===== src/rtl/fanin_rr_merge.sv =====
// fanin_rr_merge: N-to-1 valid/ready merge with round-robin arbitration
// over enabled, valid inputs and a one-entry registered output stage.
// Optional per-input burst grants are compiled in with FANIN_BURST_EN.
module fanin_rr_merge #(
  parameter int NUM_IN    = 4,
  parameter int DATA_W    = 17,
  parameter int SRC_W     = 2,
  parameter int MAX_BURST = 4
) (
  input  logic                     CLK,
  input  logic                     ASYNCRESET,
  input  logic [NUM_IN-1:0]        E,
  input  logic [NUM_IN-1:0]        I_valid,
  input  logic [NUM_IN*DATA_W-1:0] I_data,
  output logic [NUM_IN-1:0]        I_ready,
  output logic                     O_valid,
  output logic [DATA_W-1:0]        O_data,
  output logic [SRC_W-1:0]         O_src,
  input  logic                     O_ready
);

  logic [NUM_IN-1:0] w_elig;
  logic              w_any;
  logic [SRC_W-1:0]  w_rr_idx;
  logic [SRC_W-1:0]  w_gnt_idx;
  logic [SRC_W-1:0]  w_next_ptr;
  logic [DATA_W-1:0] w_gnt_data;
  logic              w_accept;
  logic              w_ptr_adv;

  logic [SRC_W-1:0]  r_ptr;
  logic              r_valid;
  logic [DATA_W-1:0] r_data;
  logic [SRC_W-1:0]  r_src;

  assign w_elig = E & I_valid;

  // Round-robin search: first eligible index starting at r_ptr, wrapping
  always_comb begin
    int unsigned v_idx;
    v_idx    = 0;
    w_any    = 1'b0;
    w_rr_idx = '0;
    for (int unsigned k = 0; k < NUM_IN; k++) begin
      v_idx = (int'(r_ptr) + k) % NUM_IN;
      if (!w_any && w_elig[v_idx[SRC_W-1:0]]) begin
        w_any    = 1'b1;
        w_rr_idx = v_idx[SRC_W-1:0];
      end
    end
  end

`ifdef FANIN_BURST_EN
  localparam int CNT_W = $clog2(MAX_BURST) + 1;

  logic [CNT_W-1:0] r_cnt;
  logic             r_hold;
  logic             w_burst_sel;

  // The last granted input is the one recorded in r_src.
  assign w_burst_sel = r_hold && w_elig[r_src] && (r_cnt < CNT_W'(MAX_BURST));
  assign w_gnt_idx   = w_burst_sel ? r_src : w_rr_idx;
  // Burst continuations keep ptr parked at (g+1) so round-robin resumes there.
  assign w_ptr_adv   = w_accept && !w_burst_sel;

  // Burst counter and held-grant flag
  always_ff @(posedge CLK or posedge ASYNCRESET) begin
    if (ASYNCRESET) begin
      r_cnt  <= '0;
      r_hold <= 1'b0;
    end else if (w_accept) begin
      if (w_burst_sel) begin
        r_cnt <= r_cnt + 1'b1;
      end else begin
        r_cnt  <= CNT_W'(1);
        r_hold <= 1'b1;
      end
    end else if (!w_elig[r_src]) begin
      r_cnt  <= '0;
      r_hold <= 1'b0;
    end
  end
`else
  assign w_gnt_idx = w_rr_idx;
  assign w_ptr_adv = w_accept;
`endif

  assign w_accept   = (!r_valid || O_ready) && w_any;
  assign w_gnt_data = I_data[int'(w_gnt_idx)*DATA_W +: DATA_W];
  assign w_next_ptr = (w_gnt_idx == SRC_W'(NUM_IN - 1)) ? '0 : w_gnt_idx + 1'b1;

  // One-hot ready to the granted input, forced low during reset
  always_comb begin
    I_ready = '0;
    if (w_accept && !ASYNCRESET) begin
      I_ready[w_gnt_idx] = 1'b1;
    end
  end

  // Round-robin pointer
  always_ff @(posedge CLK or posedge ASYNCRESET) begin
    if (ASYNCRESET) begin
      r_ptr <= '0;
    end else if (w_ptr_adv) begin
      r_ptr <= w_next_ptr;
    end
  end

  // Output register: load on accept, clear valid on drain, hold on stall
  always_ff @(posedge CLK or posedge ASYNCRESET) begin
    if (ASYNCRESET) begin
      r_valid <= 1'b0;
      r_data  <= '0;
      r_src   <= '0;
    end else if (w_accept) begin
      r_valid <= 1'b1;
      r_data  <= w_gnt_data;
      r_src   <= w_gnt_idx;
    end else if (O_ready) begin
      r_valid <= 1'b0;
    end
  end

  assign O_valid = r_valid;
  assign O_data  = r_data;
  assign O_src   = r_src;

endmodule


===== config.mk =====
export PLATFORM = sky130hd
export DESIGN_NAME = fanin_rr_merge
export DESIGN_NICKNAME = d
export VERILOG_FILES = /design/src/rtl/fanin_rr_merge.sv
export SDC_FILE = /design/constraint.sdc
export NUM_CORES = 1
export LEC_CHECK = 0
export BUFFER_PORTS_ARGS = -buffer_cell sky130_fd_sc_hd__buf_2
export CORE_ASPECT_RATIO = 1.1
export CORE_MARGIN = 3
export CORE_UTILIZATION = 35
export CTS_BUF_LIST = sky130_fd_sc_hd__clkbuf_16
export CTS_CLUSTER_SIZE = 24
export DETAILED_ROUTE_END_ITERATION = 8
export PLACE_DENSITY = 0.71
export SETUP_SLACK_MARGIN = 0.2
export SLEW_MARGIN = 5
export SYNTH_ARGS = -nofsm -noshare
export SYNTH_HDL_FRONTEND = slang
export SYNTH_SLANG_ARGS = --single-unit

===== constraint.sdc =====
create_clock -name CLK -period 2.2 [get_ports CLK]
set_input_delay 0.44 -clock CLK [delete_from_list [all_inputs] [get_ports CLK]]
set_output_delay 0.44 -clock CLK [all_outputs]
set_load 0.005 [all_outputs]

; Word level (Yosys, flattened, before mapping)
; Index checks and enable logic that the tools add are counted.
; W data, S select, Z words.
[word_totals]
ff_bits = 22
word_cells = 53
[classes]
n_shift = 1
addsub = 4
n_mux = 22
n_bitwise = 1
n_eq_ne = 1
n_lt_le_gt_ge = 6
n_mul = 1
reduce_logical = 13
[ops]
columns = operator, n
row1 = $shiftx A68 B8 Y17, 1
row2 = $lt A2 B3 Y1 const B, 5
row3 = $mux W1, 11
row4 = $mux W2, 5
row5 = $bmux W1 S2, 4
row6 = $mul A2 B5 Y7 const B, 1
row7 = $logic_and A1 B1 Y1, 6
row8 = $logic_not A1 Y1, 5
row9 = $add A2 B1 Y2 const B, 2
row10 = $add A2 B2 Y2 const B, 2
row11 = $and A4 B4 Y4, 1
row12 = $mux W4, 1
row13 = $demux W1 S2, 1
row14 = $eq A2 B2 Y1 const B, 1
row15 = $ge A2 B1 Y1 const B, 1
row16 = $reduce_bool A2 Y1, 1
row17 = $logic_or A1 B1 Y1, 1

; Longest topological paths before layout
[logic_depth]
ltp_word = 18
mapped_depth = 8
ltp_nobuf = 5

; Least setup slack after synthesis
; OpenSTA, ideal clock, no wires.
[synth_timing]
kind = input to output
startpoint = in E[2]
endpoint = out I_ready[3]
path_slack_ns = 0.114
n_path_buf = 3
stages = 8
t_arrival_ns = 1.646
t_required_ns = 1.760
cell_sequence = nand2_1 and3b_1 o22a_1 clkbuf_1 buf_6 buf_6 ha_1 nor3b_1
[synth_via]
elab_chain_len = 18
[synth_rtl]
columns = element, line
row1 = from (decl), 12  ; input logic [NUM_IN-1:0] E,
row2 = $and A4 B4 Y4 *, 36  ; assign w_elig = E & I_valid;
row3 = $bmux W1 S2, 46  ; if (!w_any && w_elig[v_idx[SRC_W-1:0]]) begin
row4 = $mux W1 (not written as such), 46
row5 = $mux W1, 46
row6 = $logic_not A1 Y1, 46
row7 = $logic_and A1 B1 Y1, 46
row8 = $mux W1, 46
row9 = $logic_not A1 Y1, 46
row10 = (+2 left out), --
row11 = $logic_not A1 Y1, 46
row12 = $logic_and A1 B1 Y1, 46
row13 = $mux W2, 46
row14 = $lt A2 B3 Y1 (not written as such) or $ge A2 B1 Y1 (tied branches), 96  ; I_ready[w_gnt_idx] = 1'b1;
row15 = $logic_and A1 B1 Y1 (not written as such), 96
row16 = $mux W1 (not written as such), 96
row17 = $demux W1 S2, 96
row18 = $mux W4 *, 95  ; if (w_accept && !ASYNCRESET) begin
row19 = to (decl), 15  ; output logic [NUM_IN-1:0] I_ready,
; Every way passes the cells marked *; elsewhere a longest branch is shown, timed or not. The select of a mux whose other input is x is not followed.

; Final worst setup path
[layout_timing]
startpoint = reg r_ptr[1]
endpoint = out I_ready[3]
[layout_via]
elab_chain_len = 17
[layout_rtl]
columns = element, line
row1 = from (decl), 31  ; logic [SRC_W-1:0] r_ptr;
row2 = from (signal assigned), 105  ; r_ptr <= w_next_ptr;
row3 = "parallel branches: the longest is 16 deep, another holds $lt A2 B3 Y1", --
row4 = $mux W4 *, 95
; Every way passes the cells marked *. The select of a mux whose other input is x is not followed.

==> summary.md <==
| Metric | Value |
|---|---|
| Switching share of total power | 0.311 |
| DR vias | 1436 |
| First-pass GRT wire length | about 6300 um |
| Worst R2R End | O_data[15] |
| Comb power frac | 0.385 |
| Distinct cells, synth | 27 |
| Remaining DRCs | 0 |
| Synth cell count leaders | mux2i_1 (34), nand2_1 (25), dfrtp_1 (22) |
| Num ports | just over 100 |
| Port Buffers | 102 |
| Outcome | finished, final reports clean |
| Via-to-Cell Ratio | ~5 |
| Die Y | 72.4 um |
| Leak | roughly 0.0011 uW |
| Net Sw Power | between 500 and 600 uW |
| TritonCTS clock tree | done |
| Clock Power Share | 0.275 |
| RSZ-0062 raised after global routing | yes |
| Clk_lat worst skew | between 200 and 300 ps |
| Worst Path Arrival | between 1500 and 2000 ps |
| Synthesized area | approximately 1400 um^2 |
| # clock sinks | 22 |
| Core area | 3740 um^2 |
| Routability cong. | around 0.8 |
| Period minus WS final | 2150 ps |
| Drt wl/cell | 13.9 um |
| Peak supply drop | ~0.00035 V |
| Fin util | 0.566 |
| R2R Setup Slk | approximately 300 ps |
| Achievable clock frequency | 0.466 GHz |
| Diode count | 0 |
| Worst setup SP type | flip-flop |
| Row cnt | 23 |
| Placed insts | 281 |
| Final HPWL DP | between 3000 and 4000 um |
| Pin count of the biggest net entering global routing | 26 |
| Drt first pass iters | 4 |
| Fin. Hold Viols | 0 |
| Cell area power density | about 870 nW/um^2 |
| Starting Density | 0.375 |
| Top FF cell, synth | dfrtp_1 |
| Clock-pin slew of the registers on the worst-case setup and hold paths | ~60 ps |
| Share of cells above drive strength 1 | 0.547 |
| FF-to-FF path depth | 6 |
| Dpl ws | about 62 ps |
| Post-synth EDFFs | 0 |
| Final cell count without fillers | roughly 290 |
| Critical Path Fanout Max | 6 |
| Post-Route WL | 3980 um |
| Reg power frac | 0.340 |
| Cts bufs inserted | 3 |
| Final slew viol count | 0 |
| Total grt overflow | 0 |
| Area post-placement | 1980 um^2 |
| Largest cells by area after synthesis | dfrtp_1 (39%), mux2i_1 (24%), o221ai_1 (11%), nand2_1 (6.7%), a221oi_4 (1.9%) |
| Die area | 4800 um^2 |
| Final Skew | about 1.7 ps |
| Finished Cell Area | roughly 2100 um^2 |
| Ys Warns | 0 |
| Area delta synth->final | 51.1% |
| Design internal power | about 1300 uW |
| Post-synth ARST share | 1.00 |
| Htree depth | 1 |
| Worst-case clock buffer depth | 2 |
| Hold buffer count at cts | 0 |
| Final WS setup | 54.0 ps |
| Post-route ant nets | 0 |
| Max Cap Viol | 0 |
| Initial antenna violation count | 0 |
| Post-Syn Instances | 133 |
| Synth Net Count | about 210 |
| Nets@finish | 317 |
| Worst Tran Pin Value | between 300 and 400 ps |
| Iteration-0 DRC Markers | 50 |
| Slew headroom | 0.736 |
| Clock Tree Root | clkbuf_16 |
| Yosys top cell area share | 0.393 |
| Avg Cell Area, Syn | around 11 um^2 |
| Cell with the most instances after synthesis | mux2i_1 |
| Worst reg2reg path startpoint | r_ptr[1] |
| Sequential area share after synthesis | 0.393 |
| DIE WIDTH | 66.3 um |
| Gr usage total | 0.167 |
| Cell taking the most area after synthesis | dfrtp_1 |
| HP Class | input port to asynchronous set/reset pin |
| #FFs+latches synth | 22 |
| Endpoint type of the worst setup path | output pin |
| Critical Path RT | roughly 1800 ps |
| Critical path type | flip-flop to output pin |
| # setup viols final | 0 |
| Post-route clock period utilization | 0.975 |
| Number of global-route vias before repair | roughly 1500 |
layer usage:
metal  vias up  wire, um  GRT usage
li1        710         -          -
met1       678      1550      0.184
met2        42      2180      0.309
met3         6       172     0.0217
met4         0        74     0.0858
met5         -         0          0
timing repair:
action | 4_1_cts | 5_1_grt
gates resized for setup | 6 | 0
pin swaps | 2 | 0
setup endpoints to repair | 5 | 21
setup buffers | 1 | 0
hold endpoints to repair | 0 | 0
power by group through the flow:
stage                     clock [uW]  combinational (uW)  sequential (uW)
after floorplan                    0                 426              626
after global placement             0                 688              620
after detailed placement           0                 710              620
after CTS                        515                 720              626
after global routing             530                 783              643
final                            504                 707              625
through the flow:
stage          TNS (ps)  total power (uW)  hold slack, ps
4_1_cts               0              1860            65.8
5_1_grt           -29.4              1960            67.5
6_report              0              1840            70.5
3_5_place_dp          0              1330             338
2_1_floorplan         0              1050             429
3_3_place_gp          0              1310             336
layout by cell type, fill, tap and decap left out, types with 2 or more instances in the layout:
cell type / count
nand3_2: 4
inv_1: 2
buf_4: 7
nand2b_1: 2
o221ai_1: 17
nand2_1: 24
buf_2: 102
nor3b_2: 2
mux2_2: 2
mux2i_1: 34
dfrtp_1: 21
clkbuf_16: 3
sequential cells by signal, summed over array words and instances, names as in the netlist:
signal and flops:
r_ptr 2, O_valid 1, O_data 17, O_src 2
worst max-delay path by stage:
stage | start | endpoint | slack, ps
3_5_place_dp | E[0] | O_data[10] | 60
6_report | r_ptr[1] | I_ready[3] | 50
2_1_floorplan | E[0] | I_ready[3] | 200
3_3_place_gp | E[0] | O_data[7] | 150
5_1_grt | r_ptr[1] | I_ready[3] | -30
4_1_cts | r_ptr[1] | I_ready[3] | 50
area by class of cell:
class / instances / area [um^2]
Fill cell: 350 / 1620
Multi-Input combinational cell: 99 / 827
Timing Repair Buffer: 109 / 563
Sequential cell: 22 / 552
Clock buffer: 3 / 75.1
Tap cell: 50 / 62.6
Clock inverter: 1 / 30.0
Inverter: 2 / 7.51
worst max-delay path, cell delays in order, from the launching register on:
cell	delay, ps
dfrtp_2	430
nand3_2	90
and3b_1	190
o22a_2	280
ha_4	180
nor3b_2	140
buf_2	130
cell families (layout without fill, tap and decap cells):
family | after synthesis | count (layout) | share of synthesized area
AOI/OAI and AO/OA | 23 | 23 | 0.149
adders and majority gates | 1 | 1 | 0.00893
buffers and inverters | 12 | 115 | 0.0491
DFF | 22 | 22 | 0.393
muxes | 36 | 36 | 0.259
and+or+nand+nor | 39 | 39 | 0.141
Power figures use the tool's default switching activity.
